<file path="config.mk">
export PLATFORM = sky130hd
export DESIGN_NAME = conv_sequencer
export DESIGN_NICKNAME = d
export VERILOG_FILES = /design/src/rtl/conv_pkg.sv /design/src/rtl/conv_image_buffer.sv /design/src/rtl/conv_sequencer.sv
export SDC_FILE = /design/constraint.sdc
export NUM_CORES = 1
export LEC_CHECK = 0
export BUFFER_PORTS_ARGS = -buffer_cell sky130_fd_sc_hd__clkbuf_2
export CAP_MARGIN = 30
export CORE_ASPECT_RATIO = 1.4
export CORE_MARGIN = 2
export CORE_UTILIZATION = 52
export CTS_BUF_LIST = sky130_fd_sc_hd__clkbuf_8 sky130_fd_sc_hd__clkbuf_16
export DETAILED_ROUTE_END_ITERATION = 10
export GPL_ROUTABILITY_DRIVEN = 0
export PLACE_DENSITY = 0.71
export SYNTH_ARGS = -nofsm -noshare
export SYNTH_HDL_FRONTEND = slang
export SYNTH_SLANG_ARGS = --single-unit
</file>
<file path="constraint.sdc">
create_clock -name clk -period 3.9 [get_ports clk]
set_input_delay 1.17 -clock clk [delete_from_list [all_inputs] [get_ports clk]]
set_output_delay 1.17 -clock clk [all_outputs]
set_load 0.1 [all_outputs]
</file>
<file path="src/rtl/conv_pkg.sv">
// conv_pkg: shared geometry, derived constants and FSM encoding for the conv sequencer.
// Optional feature macro: CONV_ZERO_PAD_EN ("same" convolution with zero padding).
// Contents: image/kernel parameters, derived sizes, counter widths, state_t enum.
package conv_pkg;

  localparam int IMG_W  = 8;
  localparam int IMG_H  = 8;
  localparam int K      = 3;
  localparam int N_FILT = 2;
  localparam int PIX_W  = 8;

  localparam int N_TAPS = K * K;
  localparam int N_PIX  = IMG_W * IMG_H;

`ifdef CONV_ZERO_PAD_EN
  localparam int OUT_W = IMG_W;
  localparam int OUT_H = IMG_H;
`else
  localparam int OUT_W = IMG_W - K + 1;
  localparam int OUT_H = IMG_H - K + 1;
`endif
  localparam int N_POS = OUT_W * OUT_H;

  localparam int ADDR_W = $clog2(N_PIX);
  localparam int POS_W  = 6;
  localparam int WIDX_W = 5;
  localparam int OX_W   = $clog2(OUT_W);
  localparam int OY_W   = $clog2(OUT_H);
  localparam int KC_W   = $clog2(K);
  localparam int FILT_W = (N_FILT > 1) ? $clog2(N_FILT) : 1;

  typedef enum logic [2:0] {
    ST_IDLE    = 3'd0,
    ST_LOAD    = 3'd1,
    ST_COMPUTE = 3'd2,
    ST_OUT     = 3'd3,
    ST_DONE    = 3'd4
  } state_t;

endpackage

</file>
<file path="src/rtl/conv_image_buffer.sv">
// conv_image_buffer: N_PIX x PIX_W pixel store, one sync write port, one combinational read port.
// Ports: clk; we/waddr/wdata write on clk rising edge; raddr -> rdata combinational.
// Storage has no reset; contents persist until overwritten by the next load.
module conv_image_buffer
  import conv_pkg::*;
(
  input  logic              clk,
  input  logic              we,
  input  logic [ADDR_W-1:0] waddr,
  input  logic [PIX_W-1:0]  wdata,
  input  logic [ADDR_W-1:0] raddr,
  output logic [PIX_W-1:0]  rdata
);

  logic [PIX_W-1:0] mem [N_PIX];

  always_ff @(posedge clk) begin
    if (we) mem[waddr] <= wdata;
  end

  assign rdata = mem[raddr];

endmodule

</file>
<file path="src/rtl/conv_sequencer.sv">
// conv_sequencer: loads an 8x8 image, then walks every tap of every filter per output position,
// driving the shared MAC, and hands each position to downstream via res_valid/res_ready.
// Ports: clk/reset (sync, active-high); start; pix_in/pix_valid/pix_ready load stream;
// mac_* MAC controls; res_valid/res_ready/pos_idx result handshake; busy; done pulse.
// Optional feature macro: CONV_ZERO_PAD_EN selects centred "same" windows with zero padding.
module conv_sequencer
  import conv_pkg::*;
(
  input  logic             clk,
  input  logic             reset,
  input  logic             start,
  input  logic [PIX_W-1:0] pix_in,
  input  logic             pix_valid,
  output logic             pix_ready,
  output logic             mac_en,
  output logic             mac_clear,
  output logic [PIX_W-1:0] mac_pixel,
  output logic [4:0]       mac_widx,
  output logic             mac_filter,
  output logic             mac_last,
  output logic             res_valid,
  input  logic             res_ready,
  output logic [5:0]       pos_idx,
  output logic             busy,
  output logic             done
);

  state_t              state;
  logic [ADDR_W-1:0]   load_cnt;
  logic [KC_W-1:0]     kx, ky;
  logic [FILT_W-1:0]   filt;
  logic [OX_W-1:0]     ox;
  logic [OY_W-1:0]     oy;
  logic [POS_W-1:0]    pos;

  logic [ADDR_W-1:0]   raddr;
  logic [PIX_W-1:0]    rdata;
  logic                in_img;
  logic                in_compute;
  logic                we;
  int                  ix, iy;

  assign in_compute = (state == ST_COMPUTE);
  assign we         = (state == ST_LOAD) && pix_valid;

  always_ff @(posedge clk) begin
    if (reset) begin
      state    <= ST_IDLE;
      load_cnt <= '0;
      kx       <= '0;
      ky       <= '0;
      filt     <= '0;
      ox       <= '0;
      oy       <= '0;
      pos      <= '0;
    end else begin
      case (state)
        ST_IDLE: begin
          if (start) begin
            state    <= ST_LOAD;
            load_cnt <= '0;
            kx       <= '0;
            ky       <= '0;
            filt     <= '0;
            ox       <= '0;
            oy       <= '0;
            pos      <= '0;
          end
        end
        ST_LOAD: begin
          if (pix_valid) begin
            // Wraps to 0 on the final pixel, leaving the counter clean for the next frame.
            load_cnt <= load_cnt + 1'b1;
            if (load_cnt == ADDR_W'(N_PIX - 1)) state <= ST_COMPUTE;
          end
        end
        ST_COMPUTE: begin
          // Tap order: kx fastest, then ky, then filter.
          if (kx == KC_W'(K - 1)) begin
            kx <= '0;
            if (ky == KC_W'(K - 1)) begin
              ky <= '0;
              if (filt == FILT_W'(N_FILT - 1)) begin
                filt  <= '0;
                state <= ST_OUT;
              end else begin
                filt <= filt + 1'b1;
              end
            end else begin
              ky <= ky + 1'b1;
            end
          end else begin
            kx <= kx + 1'b1;
          end
        end
        ST_OUT: begin
          if (res_ready) begin
            if (pos == POS_W'(N_POS - 1)) begin
              state <= ST_DONE;
            end else begin
              pos   <= pos + 1'b1;
              state <= ST_COMPUTE;
              if (ox == OX_W'(OUT_W - 1)) begin
                ox <= '0;
                oy <= oy + 1'b1;
              end else begin
                ox <= ox + 1'b1;
              end
            end
          end
        end
        ST_DONE: begin
          state <= ST_IDLE;
          pos   <= '0;
          ox    <= '0;
          oy    <= '0;
        end
        default: state <= ST_IDLE;
      endcase
    end
  end

  // Window address from registered counters, so the pixel lines up with the strobes.
  always_comb begin
    ix = int'(ox) + int'(kx);
    iy = int'(oy) + int'(ky);
`ifdef CONV_ZERO_PAD_EN
    ix = ix - K / 2;
    iy = iy - K / 2;
    in_img = (ix >= 0) && (ix < IMG_W) && (iy >= 0) && (iy < IMG_H);
`else
    in_img = 1'b1;
`endif
    raddr = in_img ? ADDR_W'(iy * IMG_W + ix) : '0;
  end

  conv_image_buffer u_buf (
    .clk   (clk),
    .we    (we),
    .waddr (load_cnt),
    .wdata (pix_in),
    .raddr (raddr),
    .rdata (rdata)
  );

  // Outputs decode directly from the state/counter registers.
  assign pix_ready  = (state == ST_LOAD);
  assign mac_en     = in_compute;
  assign mac_clear  = in_compute && (kx == '0) && (ky == '0);
  assign mac_last   = in_compute && (kx == KC_W'(K - 1)) && (ky == KC_W'(K - 1));
  assign mac_pixel  = (in_compute && in_img) ? rdata : '0;
  assign mac_widx   = in_compute ? WIDX_W'(int'(filt) * N_TAPS + int'(ky) * K + int'(kx)) : '0;
  assign mac_filter = in_compute && filt[0];
  assign res_valid  = (state == ST_OUT);
  assign pos_idx    = pos;
  assign busy       = (state != ST_IDLE);
  assign done       = (state == ST_DONE);

endmodule

</file>
==> results of run 1 <==
==> kinds of logic (layout without fill, tap and decap cells) <==
logic type | after synthesis | count (layout) | share of synthesized area
flops | 538 | 538 | 0.7300
simple gates | 411 | 411 | 0.08355
mux | 127 | 127 | 0.1241
buf+inv | 85 | 336 | 0.01793
compound gates | 71 | 71 | 0.02339
fa+ha+maj | 20 | 20 | 0.01287
xor+xnor | 18 | 18 | 0.008103
==> cell type report <==
type                    count  area [um2]
clock inverters            40       357.8
multi-input cells         647        6066
well taps                 540       675.6
flip-flops and latches    538       15900
clock buffers              51        1276
fillers                  2771       14710
inverters                  17       63.81
repair buffers            228        2242
==> worst max-delay path: cells and delay by family (launching register included) <==
kind / cells / cell delay, ns
multiplexers: 1 / 0.35
flip-flops: 1 / 0.35
buffers and inverters: 5 / 0.60
AO/OA/AOI/OAI: 2 / 0.40
adder cells (fa/ha/maj): 2 / 0.93
AND/OR/NAND/NOR: 3 / 0.32
==> worst paths after layout <==
| check | from | to | slack, ns | depth (start not counted) |
|---|---|---|---|---|
| setup reg to reg | state[0] | u_buf.mem[34][0] | 1.09 | 6 |
| hold reg to reg | pos_idx[5] | pos_idx[5] | 0.56 | 2 |
| hold / removal | pos_idx[5] | pos_idx[5] | 0.56 | 2 |
| setup / recovery | ox[0] | mac_pixel[7] | -0.80 | 13 |
==> cell usage after synthesis (3+ instances only) <==
| library cell | count |
|---|---|
| o21ai_0 | 4 |
| buf_2 | 29 |
| dfxtp_1 | 26 |
| nand2_1 | 176 |
| o211ai_1 | 3 |
| nor2b_1 | 4 |
| mux4_2 | 104 |
| clkbuf_1 | 27 |
| edfxtp_1 | 512 |
| mux2i_1 | 15 |
| fa_1 | 4 |
| xor2_1 | 12 |
| buf_4 | 5 |
| nor3_1 | 3 |
| nand3b_1 | 4 |
| ha_1 | 16 |
| and2_1 | 8 |
| buf_1 | 6 |
| mux4_1 | 8 |
| o41ai_1 | 7 |
| nor2_1 | 98 |
| xnor2_1 | 5 |
| nand4_1 | 13 |
| or3_1 | 5 |
| a32oi_1 | 9 |
| inv_1 | 17 |
| a41o_1 | 7 |
| and3_1 | 13 |
| nand2b_1 | 9 |
| nand3_1 | 68 |
| a21oi_1 | 25 |
==> report_power, final <==
group	switching [mW]	leakage, nW	internal (mW)	total, mW
Combinational	2.24	3.45	1.89	4.13
Sequential	0.0312	4.81	6.37	6.40
Clock	2.04	0.836	2.83	4.87
Total	4.32	9.10	11.1	15.4
==> metrics by stage <==
step                      area (um2)  setup WS (ns)  setup TNS [ns]
final                          26580        -0.7993          -6.304
after floorplan                21880        -0.1047         -0.3758
after CTS                      26420        -0.8813          -7.157
after global routing           26580        -0.8425          -6.958
after global placement         23900        -0.4184          -2.806
after detailed placement       23920        -0.4223          -3.130
==> registers in the layout, indices dropped and copies added (netlist names) <==
| name | flops |
|---|---|
| filt | 1 |
| load_cnt | 6 |
| kx | 2 |
| pos_idx | 6 |
| state | 3 |
| ky | 2 |
| u_buf.mem | 512 |
| oy | 3 |
| ox | 3 |
==> repair_timing <==
item	in CTS	in global routing
pin swaps	25	19
resized for setup	97	27
setup endpoints to repair	12	11
cloned	7	0
setup buffers	25	6
==> layer usage <==
| metal | vias up | global-route usage | wire length (um) | share of wire |
|---|---|---|---|---|
| li1 | 5392 | - | - | - |
| met1 | 6307 | 0.3122 | 19460 | 0.38 |
| met2 | 553 | 0.4160 | 26510 | 0.51 |
| met3 | 129 | 0.03179 | 3285 | 0.064 |
| met4 | 2 | 0.1004 | 2251 | 0.044 |
| met5 | - | 0 | 16 | 0.00031 |
==> metrics.csv, run 1 <==
stage;metric;value;unit
outcome;status;complete, but fails checks;
outcome;violations;setup timing;
timing;timing.clock.skew;0.01562;ns
placed_design;placedCellCount;1934;
final_layout;insertedDiodeCount;0;
power_and_ir_drop;ir_worst_vdd;596.2;uV
logic_synthesis;synth-edff-count;512;
floorplan;design.portCount;40;
global_routing;grt_first_pass_wirelength;77320;um
critical_path;timing.setup.critical_path_class;flip-flop to output pin;
logic_synthesis;synth_area;21770;um2
timing;postLayoutSetupSlackWorst;-0.7993;ns
critical_path;cp-start-kind;flip-flop;
logic_synthesis;top_cell_type_s_share_of_synthesized_area;0.7061;
critical_path;critPathSlowestCell;fa_4;
route;detail_route.wirelength;51520;um
critical_path;path_common_cell;buf_12;
placed_design;port-buffer-count;39;
final_layout;postLayoutCoreUtil;0.6438;
clock_network;cts-root-to-sink-buffers;3;
power_and_ir_drop;p_leak;9.098;nW
timing;layout_min_cycle_time;4.699;ns
power_and_ir_drop;p_per_area;579.3;nW/um2
logic_synthesis;post_synth.cell_area_avg;17.14;um2
clock_network;cts_h_tree_depth;2;
critical_path;cpPeakStageDelay;0.79;ns
critical_path;required;2.73;ns
logic_synthesis;yosys-top-cells-area;edfxtp_1 71%, mux4_2 11%, nand2_1 3.0%, dfxtp_1 2.4%, nor2_1 1.7%;
final_layout;nets;1514;
clock_network;cts_tree;yes;
final_layout;layout-drive-gt1-share;0.3274;
clock_network;clkTransAtPathRegs;0.06;ns
clock_network;clockRootBuffer;clkbuf_16;
route;num_vias;12383;
logic_synthesis;dominantRegCellSynth;edfxtp_1;
timing;unrepaired_setup_endpoints_after_global_routing;yes;
logic_synthesis;yosys.cell_types.count;55;
route;drt-pass1-iter-count;5;
logic_synthesis;synth_seq_area_share;0.7300;
timing;slew_viol_final;0;
timing;final_hold_slack;0.5603;ns
floorplan;design.core.area;41290;um2
global_routing;antenna_found_initial;1;
final_layout;layout.cells.most_common;edfxtp_1;
logic_synthesis;synth_top_cell_by_area;edfxtp_1;
logic_synthesis;synthesis.instances;1270;
timing;report.final.hold_viol_count;0;
floorplan;fp.dieArea;43550;um2
floorplan;floorplan.rows;88;
timing;final-setup-viol-count;10;
clock_network;cts_sinks;538;
final_layout;layout.cells.most_common_list;512 x edfxtp_1, 168 x nand2_1, 151 x buf_4;
clock_network;tritoncts.num_buffers;49;
global_routing;pin_count_of_the_biggest_net_entering_global_routing;65;
floorplan;floorplan.initialDensity;0.5273;
clock_network;postCtsHoldBufs;0;
clock_network;clock_insertion_delay_at_the_later_pin_of_the_skew_report;0.57;ns
power_and_ir_drop;post-layout-total-power;15.40;mW
logic_synthesis;syn_nets;1303;
timing;max_clock_freq;212.8;MHz
logic_synthesis;synthArstFlopShare;0;
logic_synthesis;ys_warn_count;0;
hold_path;hold_path.class;flip-flop to flip-flop;
global_routing;globalRouteOverflowTotal;0;
floorplan;dieHeight;246.1;um
global_routing;number_of_global_route_vias_before_repair;12488;
final_layout;areaGrowthSynthToFinish;22.08;%
final_layout;instances_no_fill;2061;
logic_synthesis;synth-seq-cells;538;
global_routing;grt_use_total;0.2423;
timing;worst_margin_slew;0.8709;ns
floorplan;die_x;176.9;um
route;drt_drc_violations_left;0;
flow_run;max_cap_violations;0;
route;avgViaCountPerCell;6.008;
critical_path;cp.arrival;3.53;ns
route;drt_iter0_drcs;1099;
route;final_antenna_net_count;0;
critical_path;critical_path.endpoint_type;output pin;
critical_path;crit_path_cells;ha_4, inv_2, fa_4, buf_12, buf_12, buf_16, mux4_2, nand2_2, nand3_2, nand3_4, o41ai_4, a41o_4, buf_12;
timing;fin_crit_sh;1.205;
route;avgRoutedWirePerCell;25.00;um
timing;slew-limit-headroom;0.4150;
placed_design;hpwl;31660;um
critical_path;worstPathMaxFanout;6;
No activity file was read; power rests on OpenSTA's default activity.
==> run 2: changes to the inputs <==
Settings changed: CORE_UTILIZATION 52 to 55, PLACE_DENSITY 0.71 to 0.74.
==> run 2 against run 1 <==
Effect of this change: the flow still finishes with violations (setup timing); via count fell by 0.57%; clock skew increased by 0.010 ns; power decreased by 3.6%; combinational power decreased by 5.1%; routed wire length is 2.3% lower; core utilization rose by 1.6 points; fmax is 1.2% lower; die area shrank 5.3%.
==> metrics.csv, run 2 (same netlist as run 1, synthesis figures left out) <==
stage;metric;value;unit;change
outcome;status;complete, but fails checks;;
outcome;violations;setup timing;;
final_layout;layout.cells.most_common;edfxtp_1;;
critical_path;required;2.73;ns;about the same
route;drt-pass1-iter-count;7;;+2
timing;final-setup-viol-count;10;;unchanged
clock_network;clockRootBuffer;clkbuf_16;;
power_and_ir_drop;cellInternalPower;10.63;mW;-4.1%
power_and_ir_drop;combinationalPowerShare;0.264;;-0.004
power_and_ir_drop;p_per_area;574.3;nW/um2;-0.86%
timing;fin_crit_sh;1.220;;+0.01510
global_routing;globalRouteOverflowTotal;0;;unchanged
timing;postLayoutSetupSlackWorst;-0.8582;ns;-0.05888 ns
timing;timing.clock.skew;0.02563;ns;+0.01000 ns
critical_path;timing.setup.critical_path_class;flip-flop to output pin;;
floorplan;design.portCount;40;;unchanged
clock_network;postCtsHoldBufs;0;;unchanged
clock_network;cts_sinks;538;;unchanged
final_layout;layout-drive-gt1-share;0.2864;;-0.04103
hold_path;min_delay_path_depth;2;;unchanged
power_and_ir_drop;switchingPower;4.207;mW;-2.6%
global_routing;antenna_found_initial;0;;-1
timing;report.final.hold_viol_count;0;;unchanged
clock_network;cts_h_tree_depth;2;;unchanged
global_routing;grt_first_pass_wirelength;75660;um;-2.2%
floorplan;floorplan.initialDensity;0.5559;;+0.02857
final_layout;largest_reg_flops;512;;unchanged
power_and_ir_drop;p_leak;8.762;nW;-3.7%
route;final_antenna_net_count;0;;unchanged
timing;layout_min_cycle_time;4.758;ns;+0.05888 ns
timing;unrepaired_setup_endpoints_after_global_routing;yes;;
timing;slew_viol_final;0;;unchanged
final_layout;instances_no_fill;2012;;-2.4%
global_routing;pin_count_of_the_biggest_net_entering_global_routing;65;;unchanged
final_layout;nets;1479;;-2.3%
route;num_vias;12312;;-0.57%
critical_path;r2r_setup_slack;1.22;ns;+0.13 ns
critical_path;worstPathMaxFanout;7;;+1
clock_network;cts-root-to-sink-buffers;3;;unchanged
final_layout;insertedDiodeCount;0;;unchanged
timing;worst_margin_slew;1.043;ns;+0.1723 ns
flow_run;max_cap_violations;0;;unchanged
critical_path;critical_path.endpoint_type;output pin;;
hold_path;launch_instance_of_the_worst_min_delay_path;oy[1];;
floorplan;dieHeight;239.4;um;-2.7%
critical_path;cp_top_family;adder cells;;
critical_path;cp-start-kind;flip-flop;;
timing;setup-tns-final;-6.974;ns;-0.6699 ns
final_layout;areaGrowthSynthToFinish;18.66;%;
hold_path;hold_path.class;flip-flop to flip-flop;;
critical_path;crit_path_cells;ha_4, inv_2, fa_4, buf_4, mux4_2, nand2_1, nand3_1, nand3_1, o41ai_2, buf_4, a41o_4, buf_12;;
floorplan;design.core.area;39170;um2;-5.1%
route;avgViaCountPerCell;6.119;;+1.8%
power_and_ir_drop;post-layout-total-power;14.84;mW;-3.6%
floorplan;die_x;172.2;um;-2.7%
critical_path;critPathBufInv;4;;-1
final_layout;postLayoutCoreUtil;0.6596;;+0.01584
final_layout;regMostFlops;u_buf.mem;;
critical_path;critPathSlowestCell;fa_4;;
critical_path;timing.rr.end;u_buf.mem[40][1];;
global_routing;grt_use_total;0.2527;;+0.01038
route;drt_drc_violations_left;0;;unchanged
critical_path;cpPeakStageDelay;0.89;ns;+0.10 ns
route;detail_route.wirelength;50310;um;-2.3%
global_routing;number_of_global_route_vias_before_repair;12579;;+0.73%
final_layout;fillCellCount;2610;;-5.8%
timing;max_clock_freq;210.2;MHz;-1.2%
route;avgRoutedWirePerCell;25.01;um;about the same
power_and_ir_drop;pwr-share-clk;0.305;;-0.011
final_layout;layout.cells.most_common_list;512 x edfxtp_1, 175 x nand2_1, 127 x buf_4;;
critical_path;worst_r2r_path_depth;6;;unchanged
floorplan;fp.dieArea;41220;um2;-5.3%
clock_network;clock_insertion_delay_at_the_later_pin_of_the_skew_report;0.59;ns;+0.02 ns
route;drt_iter0_drcs;1340;;+22%
clock_network;tritoncts.num_buffers;48;;-2.0%
timing;slew-limit-headroom;0.3046;;-0.1104
power_and_ir_drop;ir_worst_vdd;416.3;uV;-30%
critical_path;cp.arrival;3.59;ns;+0.06 ns
floorplan;floorplan.rows;86;;-2.3%
clock_network;clkTransAtPathRegs;0.07;ns;about the same
hold_path;hold_end;oy[1];;
clock_network;cts_tree;yes;;
critical_path;r2r-start;state[0];;
power_and_ir_drop;share_seq_of_total_power;0.431;;+0.016
power_and_ir_drop;power.share.switching;0.2835;;+0.003167
placed_design;hpwl;31330;um;-1.0%
placed_design;placedCellCount;1912;;-1.1%
placed_design;port-buffer-count;39;;unchanged
==> run 2: metrics by stage <==
step	setup slack [ns]	hold WS (ns)	area (um2)
2_1_floorplan	-0.1047	0.4592	21880
3_3_place_gp	-0.3087	0.5127	23900
3_5_place_dp	-0.3862	0.5182	23900
4_1_cts	-0.8929	0.5282	25730
5_1_grt	-0.9473	0.5891	25840
6_report	-0.8582	0.5276	25840
==> run 2: how the worst max path moves through the flow <==
stage,start,end,slack (ns),cells past startpoint
after floorplan,ky[0],mac_pixel[0],-0.10,7
after global placement,ox[0],mac_pixel[0],-0.31,11
after detailed placement,ox[0],mac_pixel[0],-0.39,11
after CTS,ox[0],mac_pixel[2],-0.89,12
after global routing,kx[0],mac_pixel[2],-0.95,12
final,ox[0],mac_pixel[3],-0.86,12
==> run 2: cell type report <==
class	instances	area, um2	share of cell area
flip-flops and latches	538	15900	0.6154
multi-input cells	647	5828	0.2256
repair buffers	194	1869	0.07235
clock buffers	52	1267	0.04906
well taps	528	660.6	0.02557
clock inverters	36	242.7	0.009395
inverters	17	68.82	0.002664
==> run 2: per-layer routing <==
metal | GRT usage | vias to the layer above | part of all wire
li1 | - | 5303 | -
met1 | 0.3244 | 6237 | 0.36
met5 | 0 | - | 0
met2 | 0.4301 | 615 | 0.52
met4 | 0.1204 | 0 | 0.050
met3 | 0.03139 | 157 | 0.071
==> run 2: worst min-delay path: stages (launching register included) <==
cell and delay, ns:
dfxtp_1 0.33, o211ai_1 0.09, a21oi_1 0.07
==> run 2: power groups by stage <==
stage / clock network (mW) / registers (mW) / logic, mW
5_1_grt: 4.78 / 6.40 / 4.13
3_5_place_dp: 0 / 6.52 / 3.72
3_3_place_gp: 0 / 6.52 / 3.68
2_1_floorplan: 0 / 6.56 / 2.47
4_1_cts: 4.56 / 6.40 / 3.89
6_report: 4.52 / 6.40 / 3.92
==> run 2: timing repair <==
action	CTS	global route
pin swaps	3	2
gates resized for setup	43	17
endpoints found under the setup margin	12	11
setup buffers	6	4
gates cloned	3	0
